--- src/rtl/id_authentication.sv ---
// ---------------------------------------------------------------------------
// id_authentication
//
// First login stage. It collects a 4-digit user ID from the debounced keypad.
// A fixed guest ID is recognised without touching the ID ROM. Any other ID is
// searched linearly through ROM entries 0..NUM_IDS-1. The result (matchedID,
// ID_internal, isGuest) is held for the password stage until that stage
// pulses logout.
//
// Optional lockout: define ID_LOCKOUT_EN to enable it. Three consecutive
// rejected IDs then lock the keypad for LOCK_CYCLES clock cycles.
//
// Ports:
//   clk          system clock
//   rst          asynchronous active-low reset
//   UserLoad     single-cycle digit strobe (already debounced)
//   UserDigit    digit value, sampled when UserLoad=1
//   logout       single-cycle pulse from the password stage; return to idle
//   rom_addr     registered ID ROM address
//   rom_data     ID ROM data, valid one cycle after rom_addr changes
//   matchedID    level: ID accepted
//   ID_internal  matched ROM index, 3'd7 for the guest
//   isGuest      level: guest ID accepted
//   mismatch     one-cycle pulse: ID rejected
//   digit_cnt    digits entered so far (0..4)
//   locked       lockout active (tied low without ID_LOCKOUT_EN)
// ---------------------------------------------------------------------------
module id_authentication #(
`ifdef ID_LOCKOUT_EN
    parameter logic [31:0] LOCK_CYCLES = 32'd250000000,
`endif
    parameter int unsigned NUM_IDS  = 7,
    parameter logic [15:0] GUEST_ID = 16'hFFFF
) (
    input  logic        clk,
    input  logic        rst,
    input  logic        UserLoad,
    input  logic [3:0]  UserDigit,
    input  logic        logout,
    output logic [2:0]  rom_addr,
    input  logic [15:0] rom_data,
    output logic        matchedID,
    output logic [2:0]  ID_internal,
    output logic        isGuest,
    output logic        mismatch,
    output logic [2:0]  digit_cnt,
    output logic        locked
);

    typedef enum logic [2:0] {
        IDLE    = 3'd0,
        CHECK   = 3'd1,
        S_ADDR  = 3'd2,
        S_CMP   = 3'd3,
        MATCHED = 3'd4,
        FAIL    = 3'd5
`ifdef ID_LOCKOUT_EN
       ,LOCKED  = 3'd6
`endif
    } state_t;

    localparam logic [2:0] LAST_ADDR = 3'(NUM_IDS - 1);

    state_t      state_reg;
    logic [15:0] id_buf_reg;

`ifdef ID_LOCKOUT_EN
    logic [1:0]  fail_cnt_reg;
    logic [31:0] lock_cnt_reg;
`else
    assign locked = 1'b0;
`endif

    always_ff @(posedge clk or negedge rst) begin
        if (!rst) begin
            state_reg    <= IDLE;
            id_buf_reg   <= 16'd0;
            digit_cnt    <= 3'd0;
            rom_addr     <= 3'd0;
            matchedID    <= 1'b0;
            ID_internal  <= 3'd0;
            isGuest      <= 1'b0;
            mismatch     <= 1'b0;
`ifdef ID_LOCKOUT_EN
            locked       <= 1'b0;
            fail_cnt_reg <= 2'd0;
            lock_cnt_reg <= 32'd0;
`endif
        end else begin
            // mismatch is a single-cycle pulse; only the FAIL entry raises it
            mismatch <= 1'b0;

            case (state_reg)
                IDLE: begin
                    if (UserLoad) begin
                        // Shift left so the first digit ends in the MSB nibble
                        id_buf_reg <= {id_buf_reg[11:0], UserDigit};
                        digit_cnt  <= digit_cnt + 3'd1;
                        if (digit_cnt == 3'd3) begin
                            state_reg <= CHECK;
                        end
                    end
                end

                CHECK: begin
                    // Guest is decided before the ROM, so a ROM entry equal
                    // to GUEST_ID can never be reported as a ROM match.
                    if (id_buf_reg == GUEST_ID) begin
                        state_reg   <= MATCHED;
                        matchedID   <= 1'b1;
                        isGuest     <= 1'b1;
                        ID_internal <= 3'd7;
`ifdef ID_LOCKOUT_EN
                        fail_cnt_reg <= 2'd0;
`endif
                    end else begin
                        rom_addr  <= 3'd0;
                        state_reg <= S_ADDR;
                    end
                end

                // Address is held one cycle so the synchronous ROM output
                // reflects it when S_CMP samples rom_data.
                S_ADDR: begin
                    state_reg <= S_CMP;
                end

                S_CMP: begin
                    if (rom_data == id_buf_reg) begin
                        // Ascending scan: lowest duplicate index wins
                        state_reg   <= MATCHED;
                        matchedID   <= 1'b1;
                        isGuest     <= 1'b0;
                        ID_internal <= rom_addr;
`ifdef ID_LOCKOUT_EN
                        fail_cnt_reg <= 2'd0;
`endif
                    end else if (rom_addr == LAST_ADDR) begin
                        state_reg  <= FAIL;
                        mismatch   <= 1'b1;
                        id_buf_reg <= 16'd0;
                        digit_cnt  <= 3'd0;
                        rom_addr   <= 3'd0;
`ifdef ID_LOCKOUT_EN
                        fail_cnt_reg <= fail_cnt_reg + 2'd1;
`endif
                    end else begin
                        rom_addr  <= rom_addr + 3'd1;
                        state_reg <= S_ADDR;
                    end
                end

                MATCHED: begin
                    // logout wins over a simultaneous digit, which is dropped
                    if (logout) begin
                        state_reg   <= IDLE;
                        matchedID   <= 1'b0;
                        isGuest     <= 1'b0;
                        ID_internal <= 3'd0;
                        id_buf_reg  <= 16'd0;
                        digit_cnt   <= 3'd0;
                        rom_addr    <= 3'd0;
`ifdef ID_LOCKOUT_EN
                        fail_cnt_reg <= 2'd0;
`endif
                    end
                end

                FAIL: begin
`ifdef ID_LOCKOUT_EN
                    // fail_cnt_reg already counts the failure just reported
                    if (fail_cnt_reg == 2'd3) begin
                        state_reg    <= LOCKED;
                        locked       <= 1'b1;
                        lock_cnt_reg <= 32'd0;
                    end else begin
                        state_reg <= IDLE;
                    end
`else
                    state_reg <= IDLE;
`endif
                end

`ifdef ID_LOCKOUT_EN
                LOCKED: begin
                    // locked stays high for exactly LOCK_CYCLES cycles
                    if (lock_cnt_reg == LOCK_CYCLES - 32'd1) begin
                        state_reg    <= IDLE;
                        locked       <= 1'b0;
                        fail_cnt_reg <= 2'd0;
                    end else begin
                        lock_cnt_reg <= lock_cnt_reg + 32'd1;
                    end
                end
`endif

                default: begin
                    state_reg <= IDLE;
                end
            endcase
        end
    end

endmodule

--- config.mk ---
export PLATFORM = sky130hd
export DESIGN_NAME = id_authentication
export DESIGN_NICKNAME = d
export VERILOG_FILES = /design/src/rtl/id_authentication.sv
export SDC_FILE = /design/constraint.sdc
export NUM_CORES = 1
export LEC_CHECK = 0
export ABC_AREA = 1
export BUFFER_PORTS_ARGS = -buffer_cell sky130_fd_sc_hd__buf_4
export CAP_MARGIN = 20
export CORE_ASPECT_RATIO = 1.5
export CORE_MARGIN = 1
export CORE_UTILIZATION = 45
export DETAILED_ROUTE_END_ITERATION = 8
export HOLD_SLACK_MARGIN = 0.03
export PLACE_DENSITY = 0.79
export SLEW_MARGIN = 20
export SYNTH_ARGS = -nofsm -noshare
export SYNTH_HDL_FRONTEND = slang
export SYNTH_SLANG_ARGS = --single-unit
--- constraint.sdc ---
create_clock -name clk -period 1.5 [get_ports clk]
set_clock_uncertainty 0.05 [all_clocks]
set_input_delay 0.15 -clock clk [delete_from_list [all_inputs] [get_ports clk]]
set_output_delay 0.15 -clock clk [all_outputs]
set_load 0.01 [all_outputs]
; Word-level counts from Yosys, hierarchy flattened
; Index checks and enable logic that the tools add are counted.
[totals]
reg_bits = 31
input_bits = 24
out_inout_bits = 13
word_cells = 65
[classes]
n_addsub = 2
n_eq_ne = 16
n_mux = 32
n_reduce_logical = 7
[op_table]
columns = cell, n
row1 = 16-bit two-way mux, 4
row2 = 16-bit case mux with 3 select lines, 1
row3 = 3-bit two-way mux, 14
row4 = 3-bit case mux with 3 select lines, 3
row5 = 16-bit == test, 1
row6 = "16-bit == test, second input constant", 1
row7 = "2-bit != test, second input constant", 8
row8 = 3-bit case mux with 5 select lines, 1
row9 = "3-bit by 2-bit == test with 1-bit output, second input constant", 3
row10 = 4-bit AND reduction, 2
row11 = 1-bit two-way mux, 7
row12 = "3-bit by 1-bit adder with 3-bit output, second input constant", 2
row13 = "3-bit == test, second input constant", 2
row14 = 1-bit case mux with 3 select lines, 2
row15 = 3-bit nonzero test, 2
row16 = 5-bit AND reduction, 1
row17 = "3-bit by 1-bit == test with 1-bit output, second input constant", 1
row18 = 3-bit zero test, 1
row19 = 3-bit AND reduction, 1

; Longest topological paths before layout
; Gate-level depths: netlist (run 1).
[logic_depth]
ltp_word = 4
ltp_mapped = 11
depth_no_buf = 11

; Worst setup path after synthesis (run 1)
; OpenSTA, ideal clock, no wires.
[synth_timing]
path_kind = register -> register
start = reg rom_addr[0]
end = reg digit_cnt[2]
setup_time_ps = 117
arrival_time_ps = 1387
required_time_ps = 1333
slack_ps = -53
stages_incl_launch_ff = 10
path_buffers = 1
period_less_slack_ps = 1553
cell_sequence = dfrtp_1 -> inv_1 -> nand3_1 -> nor2_2 -> nor2_2 -> nor2_4 -> nand2_4 -> buf_6 -> nand2_1 -> nand2_1
[synth_between]
elab_chain_cells = 3
[synth_lines]
columns = element, line_no
row1 = start: declaration, 40  ; output logic [2:0] rom_addr,
row2 = start signal: assignment, 148  ; rom_addr <= rom_addr + 3'd1;
row3 = 3-bit == test, 138  ; end else if (rom_addr == LAST_ADDR) begin
row4 = 2-bit != test (no source line), -
row5 = 5-bit AND reduction (no source line), -
row6 = end signal: assignment, 98  ; digit_cnt <= digit_cnt + 3'd1;
row7 = end: declaration, 46  ; output logic [2:0] digit_cnt,
; Every way passes these cells.
; A chain may end at the register's enable or synchronous reset.

; Final worst setup path (run 1)
[layout_timing]
start = reg id_buf_reg[10]
end = reg id_buf_reg[8]
[layout_between]
elab_chain_cells = 3
[layout_lines]
columns = element, line_no
row1 = start: declaration, 65  ; logic [15:0] id_buf_reg;
row2 = start signal: assignment, 97  ; id_buf_reg <= {id_buf_reg[11:0], UserDigit};
row3 = 16-bit == test, 129  ; if (rom_data == id_buf_reg) begin
row4 = 2-bit != test (no source line), -
row5 = 5-bit AND reduction (no source line), -
; Every way passes these cells.

==> reports/results.tsv, run 1 <==
metric	value	unit
p_clk_share	14.1	%
crit_path_end_kind	flip-flop	
r2r_setup_slack	-0.22	ns
reg2reg_depth	11	
hp-class	in2async	
io_pins	37	
critPathCapture	id_buf_reg[8]$_DFFE_PN0P_	
die_area	4430	um^2
cts_tree	yes	
routedWlPerCell	17.1	um
swShare	44.2	%
num_vias	2348	
path_max_fanout	5	
clock_latency	0.29	ns
synth-async-reset-ratio	100	%
critPathLaunch	id_buf_reg[10]$_DFFE_PN0P_	
synth_edf_count	0	
areaGrowthSynthToFinish	70.8	%
cts_sinks	31	
cts_made_buffers	5	
hold_viol	0	
crit_type	reg2reg	
root_buffer	clkbuf_8	
required	1.68	ns
synth_cell_types	27	
syn_nets	309	
maxCapViolCount	0	
cp.arrival	1.90	ns
final-setup-viol-count	31	
antenna_left	0	
start_util	47.3	%
status	finished, violations left	
synth_top_area_cell	dfrtp_1	
dp_hpwl	3.36	mm
yosysMostFrequentCell	nand2_1	
max_freq	581	MHz
antenna_found_initial	0	
final_cell_count_no_fill	432	
stdcell_area	3200	um^2
grt_pass1_vias	2206	
post-route-util	80.9	%
clk_pin_slew	0.07	ns
syn_area	1870	um^2
coreArea	3960	um^2
viasPerCell	5.44	
pwr-share-comb	61.5	%
violations	setup timing	
dpl_worst_slack	-0.182	ns
nNetsFinal	412	
overflow	0	
rows	28	
wirelength	7.38	mm
drc_errors	0	
synthTopCellsByArea	dfrtp_1, nand2_1, inv_1, nor2_1, nand3_1	
seq_power_share	24.3	%
switchingPower	2690	uW
synth_top_area_share	41.4	%
layout-drive-gt1-share	47.8	%
r2r_end	id_buf_reg[8]$_DFFE_PN0P_	
htree_levels	2	
peakVddDrop	1.34	mV
detail_route.iter0.violations	125	
largest_register_ffs	16	
r2r-start	id_buf_reg[10]$_DFFE_PN0P_	
cellLeakagePower	0.00172	uW
gp_congestion	0.857	
power.density	1900	nW/um^2
synth_top_cells_by_count	nand2_1, inv_1, dfrtp_1	
antenna-diode-count	0	
post_dp_cell_area	2490	um^2
die_w	54.7	um
syn_area_per_cell	6.62	um^2
cp-start-kind	flip-flop	
port_buffers	35	
finalCritPeriodShare	115	%
cts_max_path_buffers	2	
p_int	3410	uW
syn_inst	283	
timing.final.ws_setup	-0.221	ns
ys.warnings.count	0	
synth.ff_latch_count	31	
grt_setup_unrepaired	true	
die_h	81.0	um
yosysSeqAreaShare	41.4	%
track_usage	31.2	%
synthFlopType	dfrtp_1	
grt_pass1_wl	9.58	mm
maxSlewViolCount	0	
grt_max_degree	32	
placed_cells	401	
period_needed	1.72	ns
dr.pass1.iters	5	
[area by class of cell]
| cell class | instances | area, um^2 |
|---|---|---|
| inverters | 42 | 158 |
| flip-flops and latches | 31 | 779 |
| well taps | 45 | 56.3 |
| fillers | 217 | 757 |
| multi-input cells | 208 | 1260 |
| clock buffers | 6 | 82.6 |
| repair buffers | 98 | 826 |
| clock inverters | 2 | 35.0 |
[layout by cell type, fill, tap and decap left out]
cell	n
a211oi_1	1
a21oi_1	3
a21oi_2	1
buf_12	2
buf_4	77
buf_6	14
bufinv_16	1
clkbuf_8	6
clkinv_2	1
conb_1	1
dfrtp_1	28
dfrtp_2	3
dlygate4sd3_1	5
ha_1	2
inv_1	33
inv_2	9
nand2_1	88
nand2_2	32
nand2_4	10
nand2_8	4
nand3_1	11
nand3_2	6
nand3_4	2
nand3b_1	2
nor2_1	21
nor2_2	2
nor2_4	9
nor3_1	2
nor3_2	1
nor3_4	3
nor4_1	1
o2111ai_1	1
o21ai_0	3
o21ai_4	1
or2_4	1
[power groups by stage]
stage                     clock (uW)  sequential (uW)  combinational, uW
final                            863             1480               3750
after global routing             900             1520               4020
after CTS                        852             1430               3000
after detailed placement           0             1420               2370
after global placement             0             1400               2290
after floorplan                    0             1480               1270
[through the flow]
step | setup TNS (ns) | power (uW) | hold slack (ns)
2_1_floorplan | 0 | 2740 | -0.196
3_3_place_gp | -2.08 | 3680 | 0.0470
3_5_place_dp | -3.93 | 3800 | 0.0550
4_1_cts | -0.950 | 5280 | 0.272
5_1_grt | -10.35 | 6440 | 0.274
6_report | -5.21 | 6100 | 0.275
[timing repair]
item	4_1_cts	5_1_grt
setup buffers	10	5
resized for setup	42	63
hold endpoints to repair	35	0
setup endpoints to repair	28	31
cloned	3	0
pin swaps	10	25
hold buffers	5	0
[critical path, cell delays in order, from the launching register on]
cell,delay (ns)
dfrtp_1,0.42
buf_6,0.14
nand2_2,0.04
nand2_1,0.04
nor2_1,0.07
nand2_1,0.10
nor2_4,0.23
nand3_4,0.15
buf_12,0.18
nand2_8,0.09
nand2_4,0.06
nand2_2,0.08
[cells by family (layout without fill, tap and decap cells)]
logic type	Yosys count	in the layout	synth area share, %
adder cells (fa/ha/maj)	2	2	1.33
AND/OR/NAND/NOR	192	195	43.8
AO/OA/AOI/OAI	10	10	3.00
buffers and inverters	47	148	10.3
flip-flops	31	31	41.4
other	1	1	0.200
[per-layer routing]
| metal | part of all wire, % | vias to the layer above | track usage (%) |
|---|---|---|---|
| met1 | 36 | 1090 | 29.9 |
| li1 | - | 1065 | - |
| met5 | 0 | - | 0 |
| met4 | 7.7 | 0 | 24.1 |
| met2 | 51 | 133 | 54.2 |
| met3 | 5.7 | 60 | 6.74 |
[how the worst min path moves through the flow]
stage	cells after the start	to	slack, ns	startpoint
global route	4	state_reg[2]$_DFFE_PN0P_	0.27	logout
detailed placement	1	id_buf_reg[14]$_DFFE_PN0P_	0.06	rst
CTS	4	state_reg[2]$_DFFE_PN0P_	0.27	logout
finish	2	ID_internal[1]$_DFFE_PN0P_	0.27	rst
global placement	1	ID_internal[2]$_DFFE_PN0P_	0.05	rst
floorplan	0	ID_internal[0]$_DFFE_PN0P_	-0.20	rst
(Power assumes the default switching activity.)
==> inputs of run 2 (changes only) <==
- CELL_PAD_IN_SITES_DETAIL_PLACEMENT: unset -> 0
- CELL_PAD_IN_SITES_GLOBAL_PLACEMENT: unset -> 2
- CORE_UTILIZATION: 45 -> 26
- PLACE_DENSITY: 0.79 -> 0.83
==> run 2 against run 1 <==
Against the previous run:
- the run ends with DRC, setup timing left
- worst setup slack better by 0.13 ns
- power down 21%
- core utilization down 39 points
- register-to-register slack better by 0.13 ns
- critical path depth shrank 3
- critical path type unchanged
- largest cell class unchanged
==> reports/results.tsv, run 2 (same netlist as run 1, synthesis figures left out) <==
metric	value	unit
wirelength	4.82	mm
cellLeakagePower	0.00156	uW
most-common-layout-cells	nand2_1, buf_4, inv_1	
overflow	0	
root_buffer	clkbuf_8	
num_vias	1916	
fillCellCount	737	
antenna_left	0	
antenna_found_initial	0	
detail_route.iter0.violations	72	
dr.pass1.iters	6	
start_util	27.2	%
post_dp_cell_area	2520	um^2
cts_made_buffers	5	
r2r_setup_slack	-0.09	ns
die_w	71.3	um
clk_pin_slew	0.07	ns
wl_met2	2.55	mm
nNetsFinal	399	
grt_pass1_vias	1905	
clock_latency	0.28	ns
grt_max_degree	32	
period_needed	1.59	ns
largest_register_ffs	16	
routedWlPerCell	10.7	um
max_freq	630	MHz
viasPerCell	4.24	
final-setup-viol-count	27	
crit_type	reg2reg	
power.density	1670	nW/um^2
rows	37	
top_layer_used	met4	
reg2reg_depth	8	
cp_slowest_stage_delay	0.47	ns
final_cell_count_no_fill	452	
hp-class	in2reg	
maxCapViolCount	0	
peakVddDrop	0.736	mV
die_area	7560	um^2
drc_errors	3	
grt_pass1_wl	8.23	mm
io_pins	37	
min_path_cells	4	
layout-drive-gt1-share	34.5	%
required	1.62	ns
regArea	779	um^2
hold_viol	0	
post-route-util	41.8	%
path_max_fanout	5	
grt_setup_unrepaired	true	
total_power	4820	uW
timing.final.ws_setup	-0.0873	ns
cp.arrival	1.71	ns
cp_cell_sequence	nor2_4 -> nand2_2 -> or2_4 -> o21ai_4 -> nor2_2 -> buf_6 -> nand3_1 -> nand2_1	
track_usage	13.9	%
cts_tree	yes	
areaGrowthSynthToFinish	54.0	%
stdcell_area	2890	um^2
gp_congestion	0.791	
placed_cells	433	
wl_met3	136	um
htree_levels	2	
antenna-diode-count	0	
crit_path_end_kind	flip-flop	
status	finished, violations left	
maxSlewViolCount	0	
multiInputGateArea	1060	um^2
port_buffers	35	
routedLengthMet1	2.02	mm
finalCritPeriodShare	106	%
die_h	106	um
dp_hpwl	3.57	mm
cp-start-kind	flip-flop	
cts_max_path_buffers	2	
crit_slowest_cell	dfrtp_2	
final_common_cell	nand2_1	
coreArea	6900	um^2
cts_sinks	31	
violations	DRC, setup timing	
run 2: cell count changes in the layout (fill, tap and decap cells not counted), moves of 2 or more:
cell | before | now
buf_6 | 14 | 7
clkbuf_1 | 0 | 2
inv_2 | 9 | 4
nor2_4 | 9 | 6
nand2_8 | 4 | 1
nor2_1 | 21 | 23
buf_4 | 77 | 75
nand2_1 | 88 | 121
nand2_4 | 10 | 2
nand2_2 | 32 | 7
inv_1 | 33 | 38
run 2: worst max-delay path: cells and delay by family (launching register included):
kind | cells | cell delay, ns
simple gates | 6 | 0.73
compound gates | 1 | 0.09
flops | 1 | 0.47
buf+inv | 1 | 0.13
run 2: what timing repair did:
action	CTS	global route
resized for setup	30	12
buffers inserted	3	3
endpoints found under the setup margin	30	31
hold buffers	5	0
pin swaps	10	12
hold endpoints to repair	35	0
run 2: final timing paths:
kind                                            start                         end
setup / recovery             state_reg[1]$_DFFE_PN0P_  ID_internal[2]$_DFFE_PN0P_
hold / removal                                 logout    state_reg[2]$_DFFE_PN0P_
setup reg to reg             state_reg[1]$_DFFE_PN0P_  ID_internal[2]$_DFFE_PN0P_
hold reg to reg            ID_internal[1]$_DFFE_PN0P_  ID_internal[1]$_DFFE_PN0P_
max in group asynchronous                         rst     rom_addr[0]$_DFFE_PN0P_
min in group asynchronous                         rst    digit_cnt[2]$_DFFE_PN0P_
run 2: routing by layer:
layer	up-vias	track usage, %
met2	33	25.6
met4	0	6.43
met3	8	2.18
met1	842	15.2
li1	1033	-
met5	-	0
run 2: layout make-up:
type                            instances  share of cell area, %
Clock inverter                          1                  0.173
Multi-Input combinational cell        205                   36.7
Tap cell                               78                   3.38
Clock buffer                            7                   2.64
Inverter                               42                   5.46
Sequential cell                        31                   27.0
Timing Repair Buffer                   88                   24.7
run 2: stage by stage:
stage | hold slack, ns | setup slack, ns | TNS (ns)
2_1_floorplan | -0.196 | 0.00313 | 0
3_3_place_gp | 0.0638 | -0.146 | -3.32
3_5_place_dp | 0.0708 | -0.183 | -3.64
4_1_cts | 0.275 | -0.0592 | -0.971
5_1_grt | 0.278 | -0.164 | -4.12
6_report | 0.269 | -0.0873 | -1.48
run 2: report_power, final:
| part | leakage, uW | switching [uW] | internal [uW] | total (uW) |
|---|---|---|---|---|
| combinational | 0.00112 | 1370 | 1340 | 2710 |
| clock | 0.0000422 | 320 | 325 | 645 |
| sequential | 0.000396 | 300 | 1170 | 1470 |
| total | 0.00156 | 1990 | 2840 | 4820 |
==> inputs of run 3 (changes only) <==
- CORE_UTILIZATION: 26 -> 27
- CTS_BUF_LIST: unset -> sky130_fd_sc_hd__clkbuf_4 sky130_fd_sc_hd__clkbuf_8
- PLACE_DENSITY: 0.83 -> 0.85
==> run 3 against run 2 <==
Against the previous run:
- the flow finishes with violations (setup timing)
- combinational power up 31%
- core utilization up 6.9 points
- cell area up 12%
- power up 17%
- critical path type unchanged
- critical endpoint is now id_buf_reg[14]$_DFFE_PN0P_
- highest routed layer unchanged
==> reports/results.tsv, run 3 (same netlist as run 1, synthesis figures left out) <==
metric	value	unit
antenna_left	0	
num_vias	2080	
cp_cell_sequence	nor2_4 -> nand2_2 -> or2_4 -> nand2_4 -> nor2_4 -> buf_6 -> buf_6 -> nand3_2 -> nand2_1	
reg2reg_depth	9	
maxSlewViolCount	0	
hold_viol	0	
routedWlPerCell	12.0	um
cp-start-kind	flip-flop	
die_h	104	um
io_pins	37	
final-setup-viol-count	27	
wl_met3	144	um
status	finished, violations left	
cts_made_buffers	5	
finalCritPeriodShare	105	%
antenna_found_initial	0	
areaGrowthSynthToFinish	72.2	%
most-common-layout-cells	nand2_1, buf_4, inv_1, nand2_2, dfrtp_1	
largest_register_ffs	16	
path_max_fanout	5	
coreArea	6620	um^2
dr.pass1.iters	4	
cellLeakagePower	0.00170	uW
port_buffers	35	
period_needed	1.58	ns
nNetsFinal	420	
cp.arrival	1.70	ns
crit_path_end_kind	flip-flop	
rows	36	
hp-class	in2async	
clock_latency	0.28	ns
detail_route.iter0.violations	62	
peakVddDrop	1.01	mV
r2r_setup_slack	-0.08	ns
r2r_end	id_buf_reg[14]$_DFFE_PN0P_	
violations	setup timing	
dp_hpwl	3.76	mm
track_usage	16.3	%
viasPerCell	4.42	
drc_errors	0	
start_util	28.3	%
required	1.62	ns
grt_max_degree	32	
total_power	5650	uW
cts_tree	yes	
final_common_cell	nand2_1	
cts_max_path_buffers	2	
cp_slowest_stage_delay	0.44	ns
fin_tns_setup	-1.12	ns
crit_slowest_cell	dfrtp_2	
antenna-diode-count	0	
clk_pin_slew	0.07	ns
root_buffer	clkbuf_8	
overflow	0	
gp_congestion	0.800	
die_area	7290	um^2
die_w	70.0	um
grt_pass1_wl	9.32	mm
cts_sinks	31	
routedLengthMet1	2.29	mm
max_freq	633	MHz
htree_levels	2	
layout-drive-gt1-share	47.6	%
grt_setup_unrepaired	true	
timing.hold.ws	0.291	ns
dpl_worst_slack	-0.224	ns
maxCapViolCount	0	
crit_type	reg2reg	
top_layer_used	met4	
wirelength	5.66	mm
power.density	1750	nW/um^2
r2r-start	state_reg[0]$_DFFE_PN0P_	
wl_met2	3.14	mm
timing.final.ws_setup	-0.0791	ns
grt_pass1_vias	2028	
## run 3: cell count changes in the layout (fill, tap and decap cells not counted), moves of 4 or more
| cell | delta |
|---|---|
| buf_6 | +14 |
| nor2_4 | +4 |
| buf_4 | +4 |
| inv_1 | -7 |
| nand2_2 | +24 |
| inv_2 | +7 |
| nand2_1 | -23 |
## run 3: critical path: cells and delay by family, from the launching register on
family        cells  cell delay, ns
buf+inv           2            0.25
simple gates      7            0.73
flops             1            0.44
## run 3: worst max-delay path by stage
stage	start	end	slack (ns)
3_3_place_gp	id_buf_reg[14]$_DFFE_PN0P_	ID_internal[2]$_DFFE_PN0P_	-0.22
5_1_grt	id_buf_reg[12]$_DFFE_PN0P_	state_reg[1]$_DFFE_PN0P_	-0.16
3_5_place_dp	id_buf_reg[14]$_DFFE_PN0P_	ID_internal[2]$_DFFE_PN0P_	-0.22
2_1_floorplan	state_reg[0]$_DFFE_PN0P_	digit_cnt[2]$_DFFE_PN0P_	0.003
6_report	state_reg[0]$_DFFE_PN0P_	id_buf_reg[14]$_DFFE_PN0P_	-0.08
4_1_cts	id_buf_reg[15]$_DFFE_PN0P_	ID_internal[2]$_DFFE_PN0P_	-0.08
## run 3: what timing repair did
| action | in CTS | in global routing |
|---|---|---|
| setup buffers | 15 | 3 |
| gates resized for setup | 51 | 47 |
| hold buffers | 5 | 0 |
| endpoints found under the setup margin | 27 | 31 |
| endpoints found under the hold margin | 35 | 0 |
| pin swaps | 40 | 41 |
| cloned | 3 | 1 |
## run 3: power breakdown
part	internal, uW	switching [uW]	leakage, uW	total [uW]
Clock	362	319	0.0000491	680
Combinational	1760	1790	0.00125	3550
Sequential	1160	256	0.000395	1420
## run 3: cell type report
class                      instances  area, um^2
inverter                          42         158
clock inverter                     1        5.00
multi-input combinational        208        1210
tap                               76        95.1
clock buffer                       7        83.8
timing repair buffer             106         900
fill                             661        3390
sequential                        31         779
## run 3: layer usage
metal | up-vias | track usage [%]
met5 | - | 0
met4 | 0 | 6.71
met2 | 32 | 29.7
li1 | 1075 | -
met1 | 969 | 18.4
met3 | 4 | 2.62
## run 3: through the flow
| stage | instances | cell area (um^2) | utilization [%] |
|---|---|---|---|
| after global placement | 436 | 2560 | 38.6 |
| after detailed placement | 436 | 2560 | 38.6 |
| after global routing | 471 | 3230 | 48.8 |
| after floorplan | 283 | 1880 | - |
| after CTS | 467 | 3050 | 46.0 |
| final | 471 | 3230 | 48.8 |
